==> src/rtl/cla_addsub_pipe.sv <==
// -----------------------------------------------------------------------------
// cla_addsub_pipe
//   Pipelined carry-lookahead adder/subtractor. The operands are split into
//   4-bit lookahead groups. Each group has its own register stage, so the
//   carry between groups travels down the pipeline instead of rippling
//   through logic. Latency is NGRP = WIDTH/4 cycles. The valid/ready
//   handshake uses a global stall.
//
//   Optional feature macro: CLA_ADDSUB_SAT_EN
//     defined   -> the final stage clamps res to the signed limits on overflow
//     undefined -> res wraps modulo 2^WIDTH
// -----------------------------------------------------------------------------
module cla_addsub_pipe #(
    parameter int WIDTH = 16
) (
    input  logic             clk,
    input  logic             rst,
    input  logic             in_valid,
    output logic             in_ready,
    input  logic [WIDTH-1:0] a,
    input  logic [WIDTH-1:0] b,
    input  logic             sub,
    output logic             out_valid,
    input  logic             out_ready,
    output logic [WIDTH-1:0] res,
    output logic             cout,
    output logic             ovf,
    output logic             zero
);

    localparam int NGRP = WIDTH / 4;

    // Signed limits used when saturation is enabled.
    localparam logic [WIDTH-1:0] SMAX = {1'b0, {(WIDTH-1){1'b1}}};
    localparam logic [WIDTH-1:0] SMIN = {1'b1, {(WIDTH-1){1'b0}}};

    // 4-bit lookahead group.
    // Returns {carry into bit 3, group carry-out, 4-bit sum}.
    function automatic logic [5:0] cla4(input logic [3:0] x,
                                        input logic [3:0] y,
                                        input logic       ci);
        logic [3:0] g;
        logic [3:0] p;
        logic [4:0] c;
        g    = x & y;
        p    = x ^ y;
        c[0] = ci;
        c[1] = g[0] | (p[0] & ci);
        c[2] = g[1] | (p[1] & g[0]) | (p[1] & p[0] & ci);
        c[3] = g[2] | (p[2] & g[1]) | (p[2] & p[1] & g[0])
             | (p[2] & p[1] & p[0] & ci);
        c[4] = g[3] | (p[3] & g[2]) | (p[3] & p[2] & g[1])
             | (p[3] & p[2] & p[1] & g[0]) | (&p & ci);
        return {c[3], c[4], p ^ c[3:0]};
    endfunction

    // Pipeline stage registers. Stage k holds operands, the partial result
    // with groups 0..k filled in, and the carry out of group k.
    logic [NGRP-1:0]  vld_q, vld_d;
    logic [WIDTH-1:0] opa_q [NGRP];
    logic [WIDTH-1:0] opa_d [NGRP];
    logic [WIDTH-1:0] opb_q [NGRP];
    logic [WIDTH-1:0] opb_d [NGRP];
    logic [WIDTH-1:0] sum_q [NGRP];
    logic [WIDTH-1:0] sum_d [NGRP];
    logic [NGRP-1:0]  cy_q, cy_d;

    // Output registers. They are written only when a valid beat retires.
    logic [WIDTH-1:0] res_q, res_d;
    logic             cout_q, cout_d;
    logic             ovf_q, ovf_d;
    logic             zero_q, zero_d;

    // Stage inputs, the lookahead results and the final-stage values.
    logic             advance;
    logic [NGRP-1:0]  src_v;
    logic [WIDTH-1:0] src_a [NGRP];
    logic [WIDTH-1:0] src_b [NGRP];
    logic [WIDTH-1:0] src_s [NGRP];
    logic [NGRP-1:0]  src_c;
    logic [5:0]       grp   [NGRP];
    logic [WIDTH-1:0] fin_raw;
    logic [WIDTH-1:0] fin_res;
    logic             fin_cout;
    logic             fin_ovf;
    logic             fin_zero;

    // Handshake. The whole pipe moves together unless a result is stuck at
    // the output.
    always_comb begin
        advance  = !vld_q[NGRP-1] || out_ready;
        in_ready = advance;
    end

    // Select the inputs of each stage and evaluate its lookahead group.
    // Subtraction is A + ~B + 1: B is inverted once at entry and the stage-0
    // carry-in is `sub`.
    always_comb begin
        for (int k = 0; k < NGRP; k++) begin
            if (k == 0) begin
                src_v[k] = in_valid;
                src_a[k] = a;
                src_b[k] = b ^ {WIDTH{sub}};
                src_s[k] = '0;
                src_c[k] = sub;
            end else begin
                src_v[k] = vld_q[k-1];
                src_a[k] = opa_q[k-1];
                src_b[k] = opb_q[k-1];
                src_s[k] = sum_q[k-1];
                src_c[k] = cy_q[k-1];
            end
            grp[k] = cla4(src_a[k][4*k +: 4], src_b[k][4*k +: 4], src_c[k]);
        end
    end

    // Final stage: assemble the result, derive the flags, optionally saturate.
    always_comb begin
        fin_raw              = src_s[NGRP-1];
        fin_raw[WIDTH-1 -: 4] = grp[NGRP-1][3:0];
        fin_cout             = grp[NGRP-1][4];
        // Overflow: carry into the MSB differs from carry out of the MSB.
        fin_ovf              = grp[NGRP-1][5] ^ grp[NGRP-1][4];
`ifdef CLA_ADDSUB_SAT_EN
        // On overflow the true result has the sign of A, both for add
        // (operand signs equal) and for subtract (operand signs differ).
        if (fin_ovf) begin
            fin_res = src_a[NGRP-1][WIDTH-1] ? SMIN : SMAX;
        end else begin
            fin_res = fin_raw;
        end
`else
        fin_res              = fin_raw;
`endif
        fin_zero             = (fin_res == '0);
    end

    // Next-state logic for the stage registers and the output registers.
    // NOTE: every *_d gets its hold value first. A path that leaves a
    // variable unassigned in always_comb infers a latch.
    always_comb begin
        vld_d  = vld_q;
        cy_d   = cy_q;
        res_d  = res_q;
        cout_d = cout_q;
        ovf_d  = ovf_q;
        zero_d = zero_q;
        for (int k = 0; k < NGRP; k++) begin
            opa_d[k] = opa_q[k];
            opb_d[k] = opb_q[k];
            sum_d[k] = sum_q[k];
        end
        if (advance) begin
            for (int k = 0; k < NGRP; k++) begin
                vld_d[k]              = src_v[k];
                opa_d[k]              = src_a[k];
                opb_d[k]              = src_b[k];
                sum_d[k]              = src_s[k];
                sum_d[k][4*k +: 4]    = grp[k][3:0];
                cy_d[k]               = grp[k][4];
            end
            // A bubble retiring leaves the output data untouched.
            if (src_v[NGRP-1]) begin
                res_d  = fin_res;
                cout_d = fin_cout;
                ovf_d  = fin_ovf;
                zero_d = fin_zero;
            end
        end
    end

    // Control and output registers, with synchronous reset.
    // NOTE: sequential state is updated with <= only. Blocking assignments
    // here would create ordering races between flops.
    always_ff @(posedge clk) begin
        if (rst) begin
            vld_q  <= '0;
            res_q  <= '0;
            cout_q <= 1'b0;
            ovf_q  <= 1'b0;
            zero_q <= 1'b0;
        end else begin
            vld_q  <= vld_d;
            res_q  <= res_d;
            cout_q <= cout_d;
            ovf_q  <= ovf_d;
            zero_q <= zero_d;
        end
    end

    // Datapath stage registers.
    // NOTE: these are deliberately not reset. They are qualified by vld_q,
    // so clearing them would only add reset fan-out.
    always_ff @(posedge clk) begin
        cy_q <= cy_d;
        for (int k = 0; k < NGRP; k++) begin
            opa_q[k] <= opa_d[k];
            opb_q[k] <= opb_d[k];
            sum_q[k] <= sum_d[k];
        end
    end

    assign out_valid = vld_q[NGRP-1];
    assign res       = res_q;
    assign cout      = cout_q;
    assign ovf       = ovf_q;
    assign zero      = zero_q;

endmodule

==> config.mk <==
export PLATFORM = sky130hd
export DESIGN_NAME = cla_addsub_pipe
export DESIGN_NICKNAME = d
export VERILOG_FILES = /design/src/rtl/cla_addsub_pipe.sv
export SDC_FILE = /design/constraint.sdc
export NUM_CORES = 1
export LEC_CHECK = 0
export CORE_MARGIN = 5
export CORE_UTILIZATION = 35
export CTS_CLUSTER_SIZE = 30
export DETAILED_ROUTE_END_ITERATION = 8
export PLACE_DENSITY_LB_ADDON = 0.15
export SYNTH_ARGS = -nofsm -noshare
export SYNTH_HDL_FRONTEND = slang
export SYNTH_SLANG_ARGS = --single-unit
==> constraint.sdc <==
create_clock -name clk -period 3.2 [get_ports clk]
set_input_delay 0.96 -clock clk [delete_from_list [all_inputs] [get_ports clk]]
set_output_delay 0.96 -clock clk [all_outputs]
set_load 0.01 [all_outputs]
* Yosys cells after proc, flatten, opt, wreduce, memory -nomap -nowiden
Memories as Yosys holds them, arrays and structs flattened.
Index checks and enable logic that the tools add are counted.
** Word-level totals
- Output and inout bits :: 21
- Flip-flop bits (word level) :: 26
- Bits of input ports :: 37
- Logic and storage cells :: 135
- Memories kept :: 3
- Memory bits (writable) :: 192
** Cells by class
- Mux-type cells :: 3
- Reductions and logical operators :: 8
- Bitwise logic cells :: 114
- Equality and inequality tests :: 1
** Memory list
- opa_q :: depth 4, width 16, read ports 3, clocked after Yosys merged registers in 0, wr ports 4, line 60 : logic [WIDTH-1:0] opa_q [NGRP];
- opb_q :: depth 4, width 16, read ports 3, clocked after Yosys merged registers in 0, wr ports 4, line 62 : logic [WIDTH-1:0] opb_q [NGRP];
- sum_q :: depth 4, width 16, read ports 3, clocked after Yosys merged registers in 0, wr ports 4, line 64 : logic [WIDTH-1:0] sum_q [NGRP];
** Operators with widths (count)
- $mux 64 :: 3
- $and 1x1->1 :: 60
- $or 1x1->1 :: 40
- $xor 4x4->4 :: 8
- $and 4x4->4 :: 4
- $logic_not 16->1 :: 1
- $reduce_and 4->1 :: 4
- $xor 16x16->16 :: 1
- $reduce_and 2->1 :: 1
- $logic_not 1->1 :: 1
- $logic_or 1x1->1 :: 1
- $ne 1x1->1 const B :: 1
- $xor 1x1->1 :: 1

* Depth between registers and ports, before layout
- Depth after elaboration :: 8
- Gate-level depth with buffers :: 7
- Depth with buffers taken out :: 6

* Worst setup path before layout
No wires, ideal clock.
- Kind :: input-to-reg
- Start :: input out_ready
- End :: register zero_q (netlist: zero)
- Data required time :: 3.133 ns
- Cell stages on the path :: 5
- Library setup time :: 0.067 ns
- Path buffers :: 1
- Data arrival time :: 2.964 ns
- Setup slack :: 0.169 ns
- Cell sequence :: nand2b_1 > buf_2 > nand2_1 > a2111o_1 > o21ai_2
** On the way
- Cells in the longest elaborated chain, start to end :: 2
** RTL lines
- from (decl) :: line 24 : input logic out_ready,
- $logic_or 1x1->1 :: line 91 : advance = !vld_q[NGRP-1] || out_ready;
- named net in_ready :: line 19 : output logic in_ready,
- $reduce_and 2->1 (no line)
- to (signal assigned) :: line 187 : zero_q <= zero_d;
- to (decl) :: line 72 : logic zero_q, zero_d;
The timed path passes the listed nets, and every way through them passes these cells.
A chain may end at the register's enable or synchronous reset.

* Worst setup path in the final report
- Start :: input out_ready
- End :: output in_ready
** On the way
- Cells in the longest elaborated chain, start to end :: 1
** RTL lines (line)
- $logic_or 1x1->1 :: 91
- to (decl) :: 19
Every way passes these cells.

==> summary.txt <==
Yosys
  – Library cells used by synthesis: 30
  – Post-synthesis mux area share: about 1.1%
  – Seq/Total Area, Yosys: a little under three quarters
  – Synth Area in Adders: 6.84%
  – Synth Area in XOR/XNOR: between 6 and 7%
  – Synthesized area: roughly 3800 sq um
  – Simple-gate share of the synthesized area: between 6 and 7%
  – YS warnings: 0
  – Number of synthesized register bits: slightly below 100
  – Mapped Cells: 257
  – Syn_area_per_cell: ~15 sq um
  – Synth Net Count: about 310
  – Synth Area in Compound Gates: 6.84%
  – Main combinational cell family by area after synthesis: adder cells

Flow run
  – Max_cap viols: 0

Die
  – Die height: around 110 microns
  – Total die area: around 13000 sq um
  – # IOs: 58
  – Die width: 114 microns
  – Site Rows: 38
  – Initial Utilization: 35.4%
  – Core footprint: about 11000 sq um

GRT
  – GRT Total Usage: 9.32%
  – Vias in the first global route: 2075
  – Initial antenna violation count: 0
  – Largest net degree at the start of global routing: 46
  – Grt total ovfl: 0
  – First-pass GRT wire length: 9.56 mm

Clocking
  – Clk root buf: clkbuf_8
  – Worst-skew pair later-pin latency: between 0.3 and 0.4 ns
  – Hold Buf Count CTS: 0
  – CTS max path bufs: 2
  – CTS Buf Count: 9
  – CTS tree: done
  – Post_cts resized: 0
  – CTS H-tree lvls: 3
  – Clk pin slew, worst setup/hold paths: about 0.090 ns
  – # Post-CTS Setup Buffers: 0
  – # clock sinks: between 90 and 100

Finish
  – Filler cells: between 1000 and 1500
  – Final core occ: about 44%
  – Area Overhead vs Synth: 25.5%
  – Final instance area: about 4800 sq um
  – Multi-input gate area: 1040 sq um
  – Register Area: ~2700 sq um
  – Number of inserted diodes: 0
  – Layout cell share with drive strength beyond 1: between 7 and 8%
  – Nets: between 300 and 400

Drt
  – DRT antenna net count: 0
  – DR WL/cell: roughly 12 microns
  – Initial DRC Count: 160
  – Drt drc: 0
  – Drt pass-1 iters: 4
  – Post-Route WL: 5.81 mm
  – Via/cell ratio: 4.34
  – Vias: 2041

Pwr
  – Leak Pwr: around 0.0018 uW
  – Net Sw Frac: between 20% and 30%
  – Clk network pwr share: around 28%
  – Logic gate share of total power: a little over a tenth
  – Pwr/cell area: 566 nW/um^2
  – Worst vdd rail ir drop: about 0.00028 V
  – NetSw: between 600 and 700 uW
  – Sequential share of power: between 60 and 70%
  – Internal: approximately 2100 uW

STA
  – Setup-failing EPs final: 0
  – Final Hold Vio Count: 0
  – Tcrit/Tclk final: 95.1%
  – Final min period: 3.04 ns
  – Slew Viols, Final: 0
  – Max Clock Freq: 329 MHz
  – Slew @ Worst Pin: approximately 0.57 ns
  – Slew HR: between 60% and 70%
  – RSZ-0062 raised after global routing: false
  – Final setup TNS: 0 ns
  – Worst Clk Skew: around 0.011 ns

Place
  – Hpwl dp: roughly 4.1 mm
  – GP Congestion: ~0.77
  – Port Buf Inserts: 57
  – DP Area: 4580 sq um

Worst setup path
  – Largest fanout on the critical path: 2
  – Reg2reg path depth: 6
  – Reg-to-Reg Start: cy_q[2]$_DFFE_PN_
  – CP Data Required Time: about 2.2 ns
  – Worst R2R End: zero$_SDFFE_PP0P_
  – CP Capture Type: output port
  – Kind of critical path: primary input to output port
  – Worst Setup SP: out_ready
  – Reg-to-reg slack, setup: 1.20 ns
  – Startpoint types: primary input
  – Data arrival, critical path: 2.08 ns

Hold path
  – Min-Delay Path Class: flop to flop
  – Worst Hold Endpoint: opb_q[1][15]$_DFFE_PN_
  – Hold_sp: opb_q[0][15]$_DFFE_PN_
  – Hold depth: 0

Outcome
  – Status: finished, final reports clean
==> worst max-delay path, stage by stage <==
cell	delay, ns
clkdlybuf4s50_1	0.47
nand2b_4	0.13
clkdlybuf4s50_1	0.53
==> power by group through the flow <==
stage          logic, uW  clock network [uW]  registers (uW)
2_1_floorplan        185                   0            1650
3_3_place_gp         295                   0            1670
3_5_place_dp         299                   0            1670
4_1_cts              300                 801            1640
5_1_grt              334                 854            1660
6_report             294                 768            1640
==> through the flow <==
| stage | instances | hold slack (ns) | setup slack [ns] | power [uW] |
|---|---|---|---|---|
| floorplan | 257 | 0.400 | 0.169 | 1830 |
| global placement | 454 | 0.400 | 0.156 | 1970 |
| detailed placement | 454 | 0.405 | 0.137 | 1970 |
| CTS | 470 | 0.426 | 0.133 | 2750 |
| global route | 470 | 0.432 | 0.109 | 2850 |
| finish | 470 | 0.423 | 0.156 | 2700 |
==> sequential cells by signal, summed over array words and instances (netlist names) <==
register and flops:
cout 1, cy_q 3, opa_q 24, opb_q 24, ovf 1, res 16, sum_q 24, vld_q 4
zero 1
==> synthesized netlist by cell type <==
master	count	area, sq um
o21bai_1	4	30.0
ha_1	16	200
o21ai_0	2	10.0
nand2_1	29	109
a221oi_1	1	8.76
clkbuf_1	3	11.3
and2_1	2	12.5
and3_1	2	12.5
xnor2_1	5	43.8
a21o_1	7	52.6
edfxtp_1	75	2250
xor2_1	22	193
or2_2	1	6.26
inv_1	7	26.3
nand3b_1	1	7.51
dfxtp_1	23	460
a2111o_1	1	11.3
a211oi_1	4	30.0
nand3_1	2	10.0
a21oi_1	20	100
buf_2	5	25.0
mux2i_1	4	40.0
nand2b_1	1	6.26
nor4b_1	1	8.76
fa_1	3	60.1
nand4_1	1	6.26
o21ai_2	1	8.76
a211o_1	1	8.76
nor2_1	11	41.3
nor4_1	2	12.5
==> layout make-up <==
| cell class | count | share of cell area (%) |
|---|---|---|
| Sequential cell | 98 | 56.8 |
| Multi-Input combinational cell | 144 | 21.7 |
| Timing Repair Buffer | 65 | 13.2 |
| Tap cell | 140 | 3.67 |
| Clock buffer | 9 | 2.60 |
| Clock inverter | 7 | 1.42 |
| Inverter | 7 | 0.550 |
==> layout by cell type, fill, tap and decap left out, drive strengths merged <==
master	count
nand3b	1
dfxtp	23
nand2	29
xnor2	5
nand2b	1
ha	16
nor4	2
inv	8
nand3	2
a21o	7
clkdlybuf4s50	57
nor2	11
a221oi	1
a21oi	20
edfxtp	75
fa	3
or2	1
a2111o	1
a211o	1
mux2i	4
o21bai	4
clkinvlp	2
clkbuf	9
clkinv	3
nor4b	1
xor2	22
nand4	1
and3	2
bufinv	1
o21ai	3
buf	8
and2	2
a211oi	4
==> worst max-delay path by stage <==
stage,to,slack (ns)
2_1_floorplan,zero$_SDFFE_PP0P_,0.17
3_3_place_gp,in_ready,0.16
3_5_place_dp,in_ready,0.14
4_1_cts,in_ready,0.13
5_1_grt,in_ready,0.11
6_report,in_ready,0.16
==> routing by layer <==
metal / part of all wire [%] / up-vias / track usage (%)
met5: 0 / - / 0
met4: 2.0 / 0 / 4.51
met3: 4.8 / 10 / 2.70
met2: 43 / 50 / 13.7
met1: 50 / 922 / 12.6
li1: - / 1059 / -
==> kinds of logic (layout without fill, tap and decap cells) <==
kind of cell,after synthesis,in the layout
adders and majority gates,19,19
DFF,98,98
xor gates and xnor gates,27,27
and+or+nand+nor,53,53
AOI/OAI and AO/OA,41,41
buffers and inverters,15,88
muxes,4,4
(Power assumes the default switching activity.)
